[src/rtl/button_event_decoder.sv]
// Turns the debounced button level into single-cycle UI events (press, release,
// click, double-click, long-press, auto-repeat) plus a registered level copy.
module button_event_decoder #(
    parameter int LONG_PRESS_CYCLES = 50_000_000,
    parameter int REPEAT_CYCLES     = 10_000_000,
    parameter int DOUBLE_GAP_CYCLES = 15_000_000,
    parameter int CNT_W             = 26
) (
    input  logic clk,
    input  logic reset,
    input  logic btn_level,
    input  logic enable,
    output logic press_pulse,
    output logic release_pulse,
    output logic click_pulse,
    output logic double_click_pulse,
    output logic long_press_pulse,
    output logic repeat_pulse,
    output logic held
);

    typedef enum logic [2:0] {
        ST_IDLE           = 3'd0,
        ST_PRESSED        = 3'd1,
        ST_LONG_HELD      = 3'd2,
        ST_WAIT_SECOND    = 3'd3,
        ST_SECOND_PRESSED = 3'd4
    } state_t;

    localparam logic [CNT_W-1:0] LONG_LAST   = CNT_W'(LONG_PRESS_CYCLES - 1);
    localparam logic [CNT_W-1:0] REPEAT_LAST = CNT_W'(REPEAT_CYCLES - 1);
    localparam logic [CNT_W-1:0] GAP_LAST    = CNT_W'(DOUBLE_GAP_CYCLES - 1);
    localparam logic [CNT_W-1:0] CNT_ZERO    = {CNT_W{1'b0}};
    localparam logic [CNT_W-1:0] CNT_ONE     = {{(CNT_W-1){1'b0}}, 1'b1};

    state_t           r_state;
    state_t           w_state_nxt;
    logic [CNT_W-1:0] r_cnt;
    logic [CNT_W-1:0] w_cnt_nxt;
    logic             r_btn_q;
    logic             w_rise;
    logic             w_fall;
    logic             w_press;
    logic             w_release;
    logic             w_click;
    logic             w_double;
    logic             w_long;
    logic             w_repeat;
    logic             r_press;
    logic             r_release;
    logic             r_click;
    logic             r_double;
    logic             r_long;
    logic             r_repeat;

    assign w_rise = btn_level & ~r_btn_q;
    assign w_fall = ~btn_level & r_btn_q;

    // Next-state and event decode; a fall beats a hold threshold, a rise beats the gap timeout
    always_comb begin
        w_state_nxt = r_state;
        w_cnt_nxt   = r_cnt + CNT_ONE;
        w_press     = 1'b0;
        w_release   = 1'b0;
        w_click     = 1'b0;
        w_double    = 1'b0;
        w_long      = 1'b0;
        w_repeat    = 1'b0;
        if (!enable) begin
            w_state_nxt = ST_IDLE;
            w_cnt_nxt   = CNT_ZERO;
        end else begin
            case (r_state)
                ST_IDLE: begin
                    w_cnt_nxt = CNT_ZERO;
                    if (w_rise) begin
                        w_press     = 1'b1;
                        w_state_nxt = ST_PRESSED;
                    end else begin
                        w_state_nxt = ST_IDLE;
                    end
                end
                ST_PRESSED: begin
                    if (w_fall) begin
                        w_release   = 1'b1;
                        w_state_nxt = ST_WAIT_SECOND;
                        w_cnt_nxt   = CNT_ZERO;
                    end else if (r_cnt == LONG_LAST) begin
                        w_long      = 1'b1;
                        w_state_nxt = ST_LONG_HELD;
                        w_cnt_nxt   = CNT_ZERO;
                    end else begin
                        w_state_nxt = ST_PRESSED;
                    end
                end
                ST_LONG_HELD: begin
                    if (w_fall) begin
                        w_release   = 1'b1;
                        w_state_nxt = ST_IDLE;
                        w_cnt_nxt   = CNT_ZERO;
                    end else if (r_cnt == REPEAT_LAST) begin
                        w_repeat  = 1'b1;
                        w_cnt_nxt = CNT_ZERO;
                    end else begin
                        w_state_nxt = ST_LONG_HELD;
                    end
                end
                ST_WAIT_SECOND: begin
                    if (w_rise) begin
                        w_press     = 1'b1;
                        w_state_nxt = ST_SECOND_PRESSED;
                        w_cnt_nxt   = CNT_ZERO;
                    end else if (r_cnt == GAP_LAST) begin
                        w_click     = 1'b1;
                        w_state_nxt = ST_IDLE;
                        w_cnt_nxt   = CNT_ZERO;
                    end else begin
                        w_state_nxt = ST_WAIT_SECOND;
                    end
                end
                ST_SECOND_PRESSED: begin
                    if (w_fall) begin
                        w_release   = 1'b1;
                        w_double    = 1'b1;
                        w_state_nxt = ST_IDLE;
                        w_cnt_nxt   = CNT_ZERO;
                    end else if (r_cnt == LONG_LAST) begin
                        w_long      = 1'b1;
                        w_state_nxt = ST_LONG_HELD;
                        w_cnt_nxt   = CNT_ZERO;
                    end else begin
                        w_state_nxt = ST_SECOND_PRESSED;
                    end
                end
                default: begin
                    w_state_nxt = ST_IDLE;
                    w_cnt_nxt   = CNT_ZERO;
                end
            endcase
        end
    end

    // State, counter, level copy and registered event outputs
    always_ff @(posedge clk or negedge reset) begin
        if (!reset) begin
            r_state   <= ST_IDLE;
            r_cnt     <= CNT_ZERO;
            r_btn_q   <= 1'b0;
            r_press   <= 1'b0;
            r_release <= 1'b0;
            r_click   <= 1'b0;
            r_double  <= 1'b0;
            r_long    <= 1'b0;
            r_repeat  <= 1'b0;
        end else begin
            r_state   <= w_state_nxt;
            r_cnt     <= w_cnt_nxt;
            r_btn_q   <= btn_level;
            r_press   <= w_press;
            r_release <= w_release;
            r_click   <= w_click;
            r_double  <= w_double;
            r_long    <= w_long;
            r_repeat  <= w_repeat;
        end
    end

    assign press_pulse        = r_press;
    assign release_pulse      = r_release;
    assign click_pulse        = r_click;
    assign double_click_pulse = r_double;
    assign long_press_pulse   = r_long;
    assign repeat_pulse       = r_repeat;
    assign held               = r_btn_q;

endmodule

[config.mk]
export PLATFORM = sky130hd
export DESIGN_NAME = button_event_decoder
export DESIGN_NICKNAME = d
export VERILOG_FILES = /design/src/rtl/button_event_decoder.sv
export SDC_FILE = /design/constraint.sdc
export NUM_CORES = 1
export LEC_CHECK = 0
export ABC_AREA = 1
export CORE_MARGIN = 2
export CORE_UTILIZATION = 30
export CTS_CLUSTER_DIAMETER = 30
export DETAILED_ROUTE_END_ITERATION = 16
export GPL_TIMING_DRIVEN = 0
export PLACE_DENSITY = 0.48
export SLEW_MARGIN = 20
export SYNTH_ARGS = -nofsm -noshare
export SYNTH_HDL_FRONTEND = slang
export SYNTH_SLANG_ARGS = --single-unit
[constraint.sdc]
create_clock -name clk -period 4.63 [get_ports clk]
set_clock_uncertainty 0.15 [all_clocks]
set_input_delay 0.926 -clock clk [delete_from_list [all_inputs] [get_ports clk]]
set_output_delay 0.926 -clock clk [all_outputs]
set_load 0.005 [all_outputs]
==> summary.txt, run 1 <==
Worst setup path
  • Critical R2R Launch: r_cnt[0]
  • Setup crit end kind: flop
  • WS Path Type: input port to flop
  • Critical Path, Cell by Cell: clkdlybuf4s50_1, nor2_1, nor2_1, nand2_1, nand3_4, nand2_4, buf_8, nor2_1
  • CP max FO: 10
  • Crit Reg-Reg Endpoint: r_cnt[24]
  • Startpoint Class: input port
  • Req. time, crit path: 4.66 ns
  • Reg2reg path depth: 11
  • R2r setup slk: 2.46 ns
  • Crit-path slowest cell: clkdlybuf4s50_1
  • Worst path arrival time: between 2 and 3 ns
  • Most used cell, CP: nor2_1
  • Slowest cell delay on critical path: ~0.44 ns

Timing
  • Max Slew Vio Count: 0
  • Tcrit/Tclk final: 55.8%
  • Final setup viols: 0
  • Slew headroom: 67.3%
  • Final hold slack: around 0.33 ns
  • Final Hold Viols: 0
  • Worst-margin pin slew: a little under 0.5 ns
  • F_max: between 0.3 and 0.4 GHz
  • Min cycle time layout: 2.58 ns
  • RSZ-0062 raised after global routing: false
  • Final WS setup: just over 2 ns
  • Final setup TNS: 0 ns

Logic synthesis
  • Post-Synthesis Cell Area: approximately 0.0023 sq mm
  • Number of synthesized register bits: 36
  • Synth cell count leaders: 108 x nand2_1, 79 x nor2_1, 46 x inv_1
  • Syn Area/Cell: about 6.6 sq um
  • Post-Syn Nets: around 360
  • Post-synth top area share: roughly 39%
  • Ys async rst share: between 90% and 100%
  • Ys Warns: 0
  • Post-synth EDFFs: 0
  • Cell variety after synth: 25
  • Most common cell in the netlist: nand2_1
  • Dominant synthesized flop cell: dfrtp_1
  • Post-Synthesis Cells: between 300 and 400
  • Register area share after synthesis: roughly two fifths
  • Largest area contributor in the netlist: dfrtp_1
  • Ranking of synthesized cells by area: dfrtp_1 39%, nand2_1 18%, nor2_1 13%, inv_1 7.5%, xor2_1 4.2%

Cells and area
  • Synthesis-to-layout area growth: 15.5%
  • Share of layout cells above drive strength 1: roughly 5.4%
  • Layout net count: between 300 and 400
  • Final instance area: between 0.002 and 0.003 sq mm
  • ANT cells: 0
  • Post-layout util: between 30% and 40%

Clocking
  • # Post-CTS Setup Buffers: 0
  • Htree depth: 2
  • CTS buffer count: 5
  • Root Driver: clkbuf_8
  • CTS tree: built
  • Worst-path clk slew: around 0.070 ns
  • Clock Latency Late Sink: roughly 0.29 ns
  • CTS resizes: 0
  • # hold bufs at CTS: 0
  • Max Root-Sink Buffers: 2
  • TritonCTS Sinks: 36

Global routing
  • Gr ovfl total: 0
  • Global-route wire length before repair: around 10000 microns
  • Largest net degree at the start of global routing: 20
  • Vias in the first global route: 2096
  • Initial antenna violation count: 0
  • Total GRT Usage: 15.9%

Routing
  • WL met1: around 2900 microns
  • DRC: 0
  • ANT nets after route: 0
  • Highest metal used: met4
  • WL per Instance: between 10 and 15 microns
  • Met2 routed WL: 2870 microns
  • Final WL: roughly 6200 microns
  • Via count: roughly 2200
  • Initial DRC count: 179
  • Vias/cell: around 4.6
  • Initial DRT Pass Iterations: 4
  • Met3 wire len: 369 microns

Worst hold path
  • Hold path start: r_cnt[0]
  • Hold EP: r_cnt[0]
  • Min-delay worst type: flop to flop
  • WHS Path Cells: 1

Placement
  • Routability cong.: about 0.9
  • Pre-CTS setup slack: ~1.7 ns
  • PortBufs: 10
  • DP Area: 0.00256 sq mm
  • DP Wirelength: between 4000 and 5000 microns

Floorplanning
  • Die area: around 0.0084 sq mm
  • DIE HEIGHT: around 90 microns
  • Die Wd: just over 90 microns
  • Core footprint: 0.00761 sq mm
  • Initial Util: between 30% and 40%
  • # rows: 32
  • IO Count: 11

Pwr
  • PwrDens: 237 mW/mm^2
  • Worst ir drop on vdd: around 120 uV
  • Static Leak: 0.00112 uW

Status
  • Status: complete, no violations

Run
  • Max Cap Violations: 0
cell type report:
class	count	area [sq um]
Multi-Input combinational cell	266	1220
Tap cell	102	128
Buffer	1	15.0
Clock buffer	6	72.6
Sequential cell	36	901
Fill cell	858	4940
Timing Repair Buffer	11	123
Clock inverter	2	35.0
Inverter	48	180
stage by stage:
| stage | std cells | power [uW] |
|---|---|---|
| 3_5_place_dp | 464 | 364 |
| 5_1_grt | 472 | 662 |
| 3_3_place_gp | 463 | 361 |
| 6_report | 472 | 632 |
| 4_1_cts | 472 | 645 |
| 2_1_floorplan | 351 | 343 |
critical path, delay by kind of cell:
family / cells / cell delay, ns
buf+inv: 2 / 0.59
simple gates: 6 / 1.09
flip-flops by register name, indices dropped and copies added (netlist names):
name,cells
long_press_pulse,1
held,1
r_cnt,26
press_pulse,1
release_pulse,1
r_state,3
double_click_pulse,1
repeat_pulse,1
click_pulse,1
worst max path at each step:
| stage | startpoint | cells past startpoint | end |
|---|---|---|---|
| 3_5_place_dp | btn_level | 8 | r_cnt[24] |
| 3_3_place_gp | reset | 1 | r_cnt[21] |
| 4_1_cts | btn_level | 8 | r_cnt[24] |
| 6_report | btn_level | 8 | r_cnt[24] |
| 2_1_floorplan | btn_level | 7 | r_cnt[16] |
| 5_1_grt | btn_level | 8 | r_cnt[24] |
where the power goes:
part / internal (uW) / switching, uW / total [uW]
registers: 316 / 2.18 / 319
clock network: 160 / 115 / 275
logic: 11.8 / 26.5 / 38.3
total: 488 / 144 / 632
per-layer routing:
metal,vias to the layer above,global-route usage (%)
li1,1120,-
met1,961,22.3
met2,65,25.0
met3,8,2.63
met4,0,5.35
met5,-,0
logic make-up (layout without fill, tap and decap cells):
family | Yosys count | count (layout) | share of synthesized area (%)
fa+ha+maj | 1 | 1 | 0.541
compound gates | 18 | 18 | 4.43
xor+xnor | 14 | 14 | 5.30
simple gates | 233 | 233 | 42.3
buf+inv | 49 | 68 | 8.44
flops | 36 | 36 | 38.9
layout by cell type, fill, tap and decap left out, drive strengths merged:
cell / instances
nand2: 110
nor2: 83
inv: 48
dfrtp: 36
nand3: 17
nor3: 13
xor2: 11
clkdlybuf4s50: 9
nand4: 8
a21oi: 7
o21ai: 6
clkbuf: 6
xnor2: 3
buf: 3
o21bai: 2
nor4: 2
o31ai: 1
o211ai: 1
a211oi: 1
ha: 1
clkinv: 1
bufinv: 1
(Power assumes the default switching activity.)
==> run 2: changes to the inputs <==
PLACE_DENSITY = 0.5   (was 0.48)
clock period = 2.2 ns   (was 4.63 ns; I/O delays follow)
==> run 2 against run 1 <==
Utilization grew 0.89 points. Sequential power grew 110%. Non-clock buffer count grew 5. Worst setup slack lost 1.9 ns. Critical endpoint is now r_cnt[16]. Register-to-register slack lost 2.3 ns. Count of clock-buffer cells in the layout shrank 1. Via count grew 0.65%. Largest cell class unchanged. Global-route usage shrank 0.50 points. First-iteration DRC count shrank 21%.
==> summary.txt, run 2 (synthesis results as in run 1) <==
Status
  • Status: complete, no violations

Timing
  • Slew headroom: 70.1% (+2.8 points)
  • Tcrit/Tclk final: approximately nine tenths
  • Final setup viols: 0 (unchanged)
  • Final hold slack: 0.443 ns (+0.109 ns)
  • Final Hold Viols: 0 (unchanged)
  • Max Slew Vio Count: 0 (unchanged)
  • F_max: 0.497 GHz
  • RSZ-0062 raised after global routing: false
  • Worst-margin pin slew: 0.447 ns (-0.0419 ns)
  • Min cycle time layout: 2.01 ns
  • Final WS setup: 0.186 ns (-1.86 ns)

Floorplanning
  • Die area: 0.00843 sq mm (unchanged)
  • IO Count: 11 (unchanged)
  • Die Wd: 91.8 microns (unchanged)
  • # rows: 32 (unchanged)
  • Core footprint: 0.00761 sq mm (unchanged)
  • Initial Util: 30.4% (unchanged)
  • DIE HEIGHT: 91.8 microns (unchanged)

Placement
  • Pre-CTS setup slack: -0.167 ns (-1.88 ns)
  • PortBufs: 10 (unchanged)
  • Placed insts: 464 (unchanged)
  • Routability cong.: 0.923 (+2.2%)
  • DP Area: 0.00256 sq mm (unchanged)
  • DP Wirelength: 4770 microns (-4.0%)

Worst setup path
  • Startpoint Class: flop
  • Critical Path, Cell by Cell: ha_4, nand2_1, nor2_4, nand2_2, nor2_1, nand2_1, nand3_2, nand3_4, nand2_8, buf_8, nor2_1
  • Worst Path Buf+Inv: 1 (-1)
  • Req. time, crit path: 2.23 ns (-2.43 ns)
  • Crit-path leading delay family: simple AND/OR/NAND/NOR gates
  • Worst path arrival time: 2.04 ns (-0.57 ns)
  • Critical R2R Launch: r_cnt[0]
  • WS Path Type: flop to flop
  • Setup crit end kind: flop
  • Slowest cell delay on critical path: 0.43 ns (about the same)
  • Crit path from: r_cnt[0]
  • Crit-path slowest cell: dfrtp_1
  • CP max FO: 10 (unchanged)

Clocking
  • Max Root-Sink Buffers: 2 (unchanged)
  • CTS tree: built
  • Root Driver: clkbuf_8
  • Clock Latency Late Sink: 0.30 ns (about the same)
  • CTS buffer count: 5 (unchanged)
  • TritonCTS Sinks: 36 (unchanged)
  • Htree depth: 2 (unchanged)
  • Worst-path clk slew: 0.08 ns (about the same)

Global routing
  • Initial antenna violation count: 0 (unchanged)
  • Vias in the first global route: 2055 (-2.0%)
  • Global-route wire length before repair: 10200 microns (-2.6%)
  • Total GRT Usage: 15.4% (-0.50 points)
  • Largest net degree at the start of global routing: 20 (unchanged)
  • Gr ovfl total: 0 (unchanged)

Pwr
  • Worst ir drop on vdd: 185 uV (+60%)
  • Sw Pwr: 329 uW (+130%)
  • Comb pwr share: 6.5% (+0.4 points)
  • Clock network power share: 44.3% (+0.8 points)
  • Internal: 1030 uW (+110%)
  • Static Leak: 0.00112 uW (+0.82%)
  • PwrDens: 497 mW/mm^2 (+110%)
  • Reg power frac: 49.2% (-1.2 points)
  • Net Sw Frac: 24.2% (+1.4 points)

Routing
  • ANT nets after route: 0 (unchanged)
  • Initial DRC count: 142 (-21%)
  • Vias/cell: 4.55 (-0.41%)
  • Initial DRT Pass Iterations: 4 (unchanged)
  • Via count: 2168 (+0.65%)
  • Final WL: 6010 microns (-3.2%)
  • DRC: 0 (unchanged)
  • WL per Instance: 12.6 microns (-4.2%)

Cells and area
  • Post-layout util: 36.0% (+0.89 points)
  • Layout net count: 379 (+1.3%)
  • Synthesis-to-layout area growth: 18.4%
  • Final instance area: 0.00274 sq mm (+2.5%)
  • Largest register by flop count: r_cnt
  • Leading cell type in the layout, fill and taps excluded: nand2_1
  • Biggest regs: r_cnt (26), r_state (3)
  • ANT cells: 0 (unchanged)
  • Share of layout cells above drive strength 1: 7.20% (+1.8 points)
  • Final std cells w/o fill: 477 (+1.1%)
  • Commonest cells after routing, fill and taps aside: 108 x nand2_1, 78 x nor2_1, 46 x inv_1, 36 x dfrtp_1, 15 x nand3_1
  • Flip-flop count of the largest register after layout: 26 (unchanged)

Worst hold path
  • Min-delay worst type: flop to flop
  • Hold path start: r_cnt[5]

Run
  • Max Cap Violations: 0 (unchanged)
## run 2: routing by layer
| layer | wire [microns] | GRT usage, % | up-vias |
|---|---|---|---|
| met5 | 0 | 0 | - |
| met4 | 94 | 4.98 | 0 |
| met3 | 303 | 2.47 | 6 |
| met2 | 2820 | 24.8 | 41 |
| met1 | 2800 | 21.3 | 986 |
| li1 | - | - | 1135 |
## run 2: worst min-delay path, cell delays in order, from the launching register on
cell     delay (ns)
dfrtp_1        0.39
xnor2_1        0.13
nor2_1         0.05
## run 2: area by class of cell
cell class / instances / area, sq um
flip-flops and latches: 36 / 901
clock buffers: 5 / 68.8
multi-input cells: 266 / 1240
inverters: 48 / 180
fillers: 843 / 4870
well taps: 102 / 128
clock inverters: 3 / 42.5
repair buffers: 16 / 163
plain buffers: 1 / 15.0
## run 2: worst paths after layout
path | endpoint | slack, ns | depth (start not counted)
setup / recovery | r_cnt[16] | 0.19 | 11
hold / removal | r_cnt[5] | 0.44 | 2
setup reg to reg | r_cnt[16] | 0.19 | 11
hold reg to reg | r_cnt[5] | 0.44 | 2
max in group asynchronous | held | 0.98 | 3
min in group asynchronous | r_cnt[21] | 0.47 | 2
## run 2: repair_timing
action,in CTS,in global routing
cloned,0,0
hold buffers,1,0
pin swaps,0,1
hold endpoints to repair,17,0
resized for setup,1,3
setup endpoints to repair,10,10
setup buffers,0,4
## run 2: power groups by stage
stage | Clock (uW) | Combinational [uW] | Sequential [uW]
4_1_cts | 620 | 82.6 | 669
5_1_grt | 657 | 98.0 | 671
3_3_place_gp | 0 | 76.7 | 683
3_5_place_dp | 0 | 81.2 | 683
6_report | 602 | 88.1 | 670
2_1_floorplan | 0 | 38.5 | 683
## run 2: through the flow
stage,power (uW),setup TNS [ns]
floorplan,721,0
finish,1360,0
detailed placement,764,-2.01
global placement,759,-15.17
CTS,1370,0
global route,1430,0
==> run 3: changes to the inputs <==
GPL_ROUTABILITY_DRIVEN = 0   (was default)
==> run 3 against run 2 <==
Fmax about the same. Critical path depth down 2. Global-route usage hardly changed. Utilization fell by 0.099 points. Worst setup slack better by 0.0016 ns.
==> summary.txt, run 3 (synthesis results as in run 1) <==
Worst setup path
  • CP max FO: 10 (unchanged)
  • Slowest cell delay on critical path: 0.44 ns (about the same)
  • Setup crit end kind: flop
  • CP endpoint: r_cnt[24]
  • Crit-path slowest cell: dfrtp_1
  • Worst path arrival time: 2.08 ns (+0.04 ns)
  • Startpoint Class: flop
  • Crit Reg-Reg Endpoint: r_cnt[24]
  • WS Path Type: flop to flop
  • Req. time, crit path: 2.27 ns (+0.04 ns)
  • Crit path from: r_state[1]
  • Critical Path, Cell by Cell: nor2_1, nand2_1, nand2_1, a21oi_1, nor2_2, buf_4, nand2_8, buf_8, nor2_1
  • R2r setup slk: 0.19 ns (about the same)
  • Reg2reg path depth: 9 (-2)
  • Critical R2R Launch: r_state[1]

Pwr
  • Static Leak: 0.00112 uW (-0.54%)
  • Comb pwr share: 6.6% (about the same)
  • Sw Pwr: 333 uW (+1.1%)
  • PwrDens: 500 mW/mm^2 (+0.64%)
  • Internal: 1030 uW (+0.12%)
  • Net Sw Frac: 24.4% (+0.18 points)
  • Reg power frac: 49.1% (about the same)
  • Clock network power share: 44.3% (about the same)
  • Worst ir drop on vdd: 218 uV (+17%)

Floorplanning
  • Initial Util: 30.4% (unchanged)
  • IO Count: 11 (unchanged)
  • Die area: 0.00843 sq mm (unchanged)
  • Core footprint: 0.00761 sq mm (unchanged)
  • # rows: 32 (unchanged)
  • Die Wd: 91.8 microns (unchanged)
  • DIE HEIGHT: 91.8 microns (unchanged)

Timing
  • Slew headroom: 70.6% (+0.44 points)
  • Worst-margin pin slew: 0.440 ns (-0.00664 ns)
  • Final Hold Viols: 0 (unchanged)
  • Final setup TNS: 0 ns (unchanged)
  • Min cycle time layout: 2.01 ns (-0.00157 ns)
  • Final setup viols: 0 (unchanged)
  • F_max: 0.497 GHz (about the same)
  • Max Slew Vio Count: 0 (unchanged)
  • Tcrit/Tclk final: 91.5% (about the same)

Routing
  • ANT nets after route: 0 (unchanged)
  • Initial DRC count: 163 (+15%)
  • Vias/cell: 4.54 (-0.11%)
  • Initial DRT Pass Iterations: 4 (unchanged)
  • DRC: 0 (unchanged)
  • Final WL: 6130 microns (+1.9%)
  • Via count: 2161 (-0.32%)
  • WL per Instance: 12.9 microns (+2.1%)

Global routing
  • Global-route wire length before repair: 10100 microns (-0.74%)
  • Gr ovfl total: 0 (unchanged)
  • Initial antenna violation count: 0 (unchanged)
  • Total GRT Usage: 15.5% (+0.046 points)
  • Vias in the first global route: 2080 (+1.2%)
  • Largest net degree at the start of global routing: 20 (unchanged)

Clocking
  • Htree depth: 2 (unchanged)
  • Root Driver: clkbuf_8
  • Clock Latency Late Sink: 0.30 ns (about the same)
  • CTS buffer count: 5 (unchanged)
  • CTS tree: built
  • Max Root-Sink Buffers: 2 (unchanged)
  • Worst-path clk slew: 0.08 ns (about the same)
  • TritonCTS Sinks: 36 (unchanged)

Run
  • Max Cap Violations: 0 (unchanged)

Cells and area
  • Largest register by flop count: r_cnt
  • Register area: 901 sq um (unchanged)
  • Leading cell type in the layout, fill and taps excluded: nand2_1
  • ANT cells: 0 (unchanged)
  • Flip-flop count of the largest register after layout: 26 (unchanged)
  • Synthesis-to-layout area growth: 18.1%
  • Share of layout cells above drive strength 1: 6.95% (-0.25 points)
  • Area of the multi-input gates: 0.00124 sq mm (unchanged)
  • Fillers: 852 (+1.1%)
  • Biggest regs: r_cnt (26), r_state (3)
  • Final instance area: 0.00273 sq mm (-0.27%)
  • Commonest cells after routing, fill and taps aside: 108 x nand2_1, 78 x nor2_1, 46 x inv_1, 36 x dfrtp_1, 15 x nand3_1
  • Layout net count: 378 (-0.26%)
  • Final std cells w/o fill: 476 (-0.21%)

Placement
  • DP Area: 0.00256 sq mm (unchanged)
  • Placed insts: 464 (unchanged)
  • DP Wirelength: 4820 microns (+0.96%)
  • PortBufs: 10 (unchanged)

Worst hold path
  • Hold path start: r_cnt[0]
  • Min-delay worst type: flop to flop

Status
  • Status: complete, no violations
[run 3: metrics by stage]
stage	worst slack [ns]	hold slack (ns)	utilization (%)	total power, uW
after CTS	0.0274	0.343	35.3	1390
final	0.188	0.387	35.9	1370
after global placement	-0.362	0.324	33.4	760
after global routing	-0.00566	0.408	35.9	1430
after detailed placement	-0.180	0.264	33.7	766
after floorplan	0.392	-0.00559	-	721
[run 3: power groups by stage]
stage / Combinational, uW / Sequential (uW) / Clock (uW)
finish: 90.3 / 670 / 605
global route: 101 / 671 / 660
CTS: 84.1 / 670 / 634
detailed placement: 82.5 / 683 / 0
global placement: 76.3 / 683 / 0
floorplan: 38.5 / 683 / 0
[run 3: layout make-up]
| type | instances | share of cell area (%) |
|---|---|---|
| plain buffers | 1 | 0.550 |
| clock buffers | 5 | 2.52 |
| clock inverters | 3 | 1.56 |
| inverters | 48 | 6.60 |
| multi-input cells | 266 | 45.4 |
| flip-flops and latches | 36 | 33.0 |
| well taps | 102 | 4.67 |
| repair buffers | 15 | 5.68 |
[run 3: worst min-delay path by stage]
stage | to | depth (start not counted) | slack (ns)
floorplan | click_pulse | 0 | -0.006
global placement | r_cnt[0] | 1 | 0.32
detailed placement | r_cnt[21] | 1 | 0.26
CTS | r_cnt[0] | 1 | 0.34
global route | r_cnt[0] | 1 | 0.41
finish | r_cnt[0] | 1 | 0.39
[run 3: repair_timing]
action / CTS / global route
pin swaps: 0 / 2
setup endpoints to repair: 10 / 16
gates resized for setup: 1 / 3
hold buffers: 1 / 0
hold endpoints to repair: 17 / 0
buffers inserted: 0 / 3
[run 3: critical path: cells and delay by family, from the launching register on]
family	cells	cell delay, ns
AOI/OAI and AO/OA	1	0.12
buffers and inverters	2	0.31
DFF	1	0.44
and+or+nand+nor	6	0.90
[run 3: routing by layer]
| layer | global-route usage [%] | wire length [microns] |
|---|---|---|
| met3 | 2.63 | 281 |
| met1 | 20.4 | 2870 |
| met5 | 0 | 0 |
| met2 | 25.6 | 2860 |
| met4 | 5.47 | 113 |
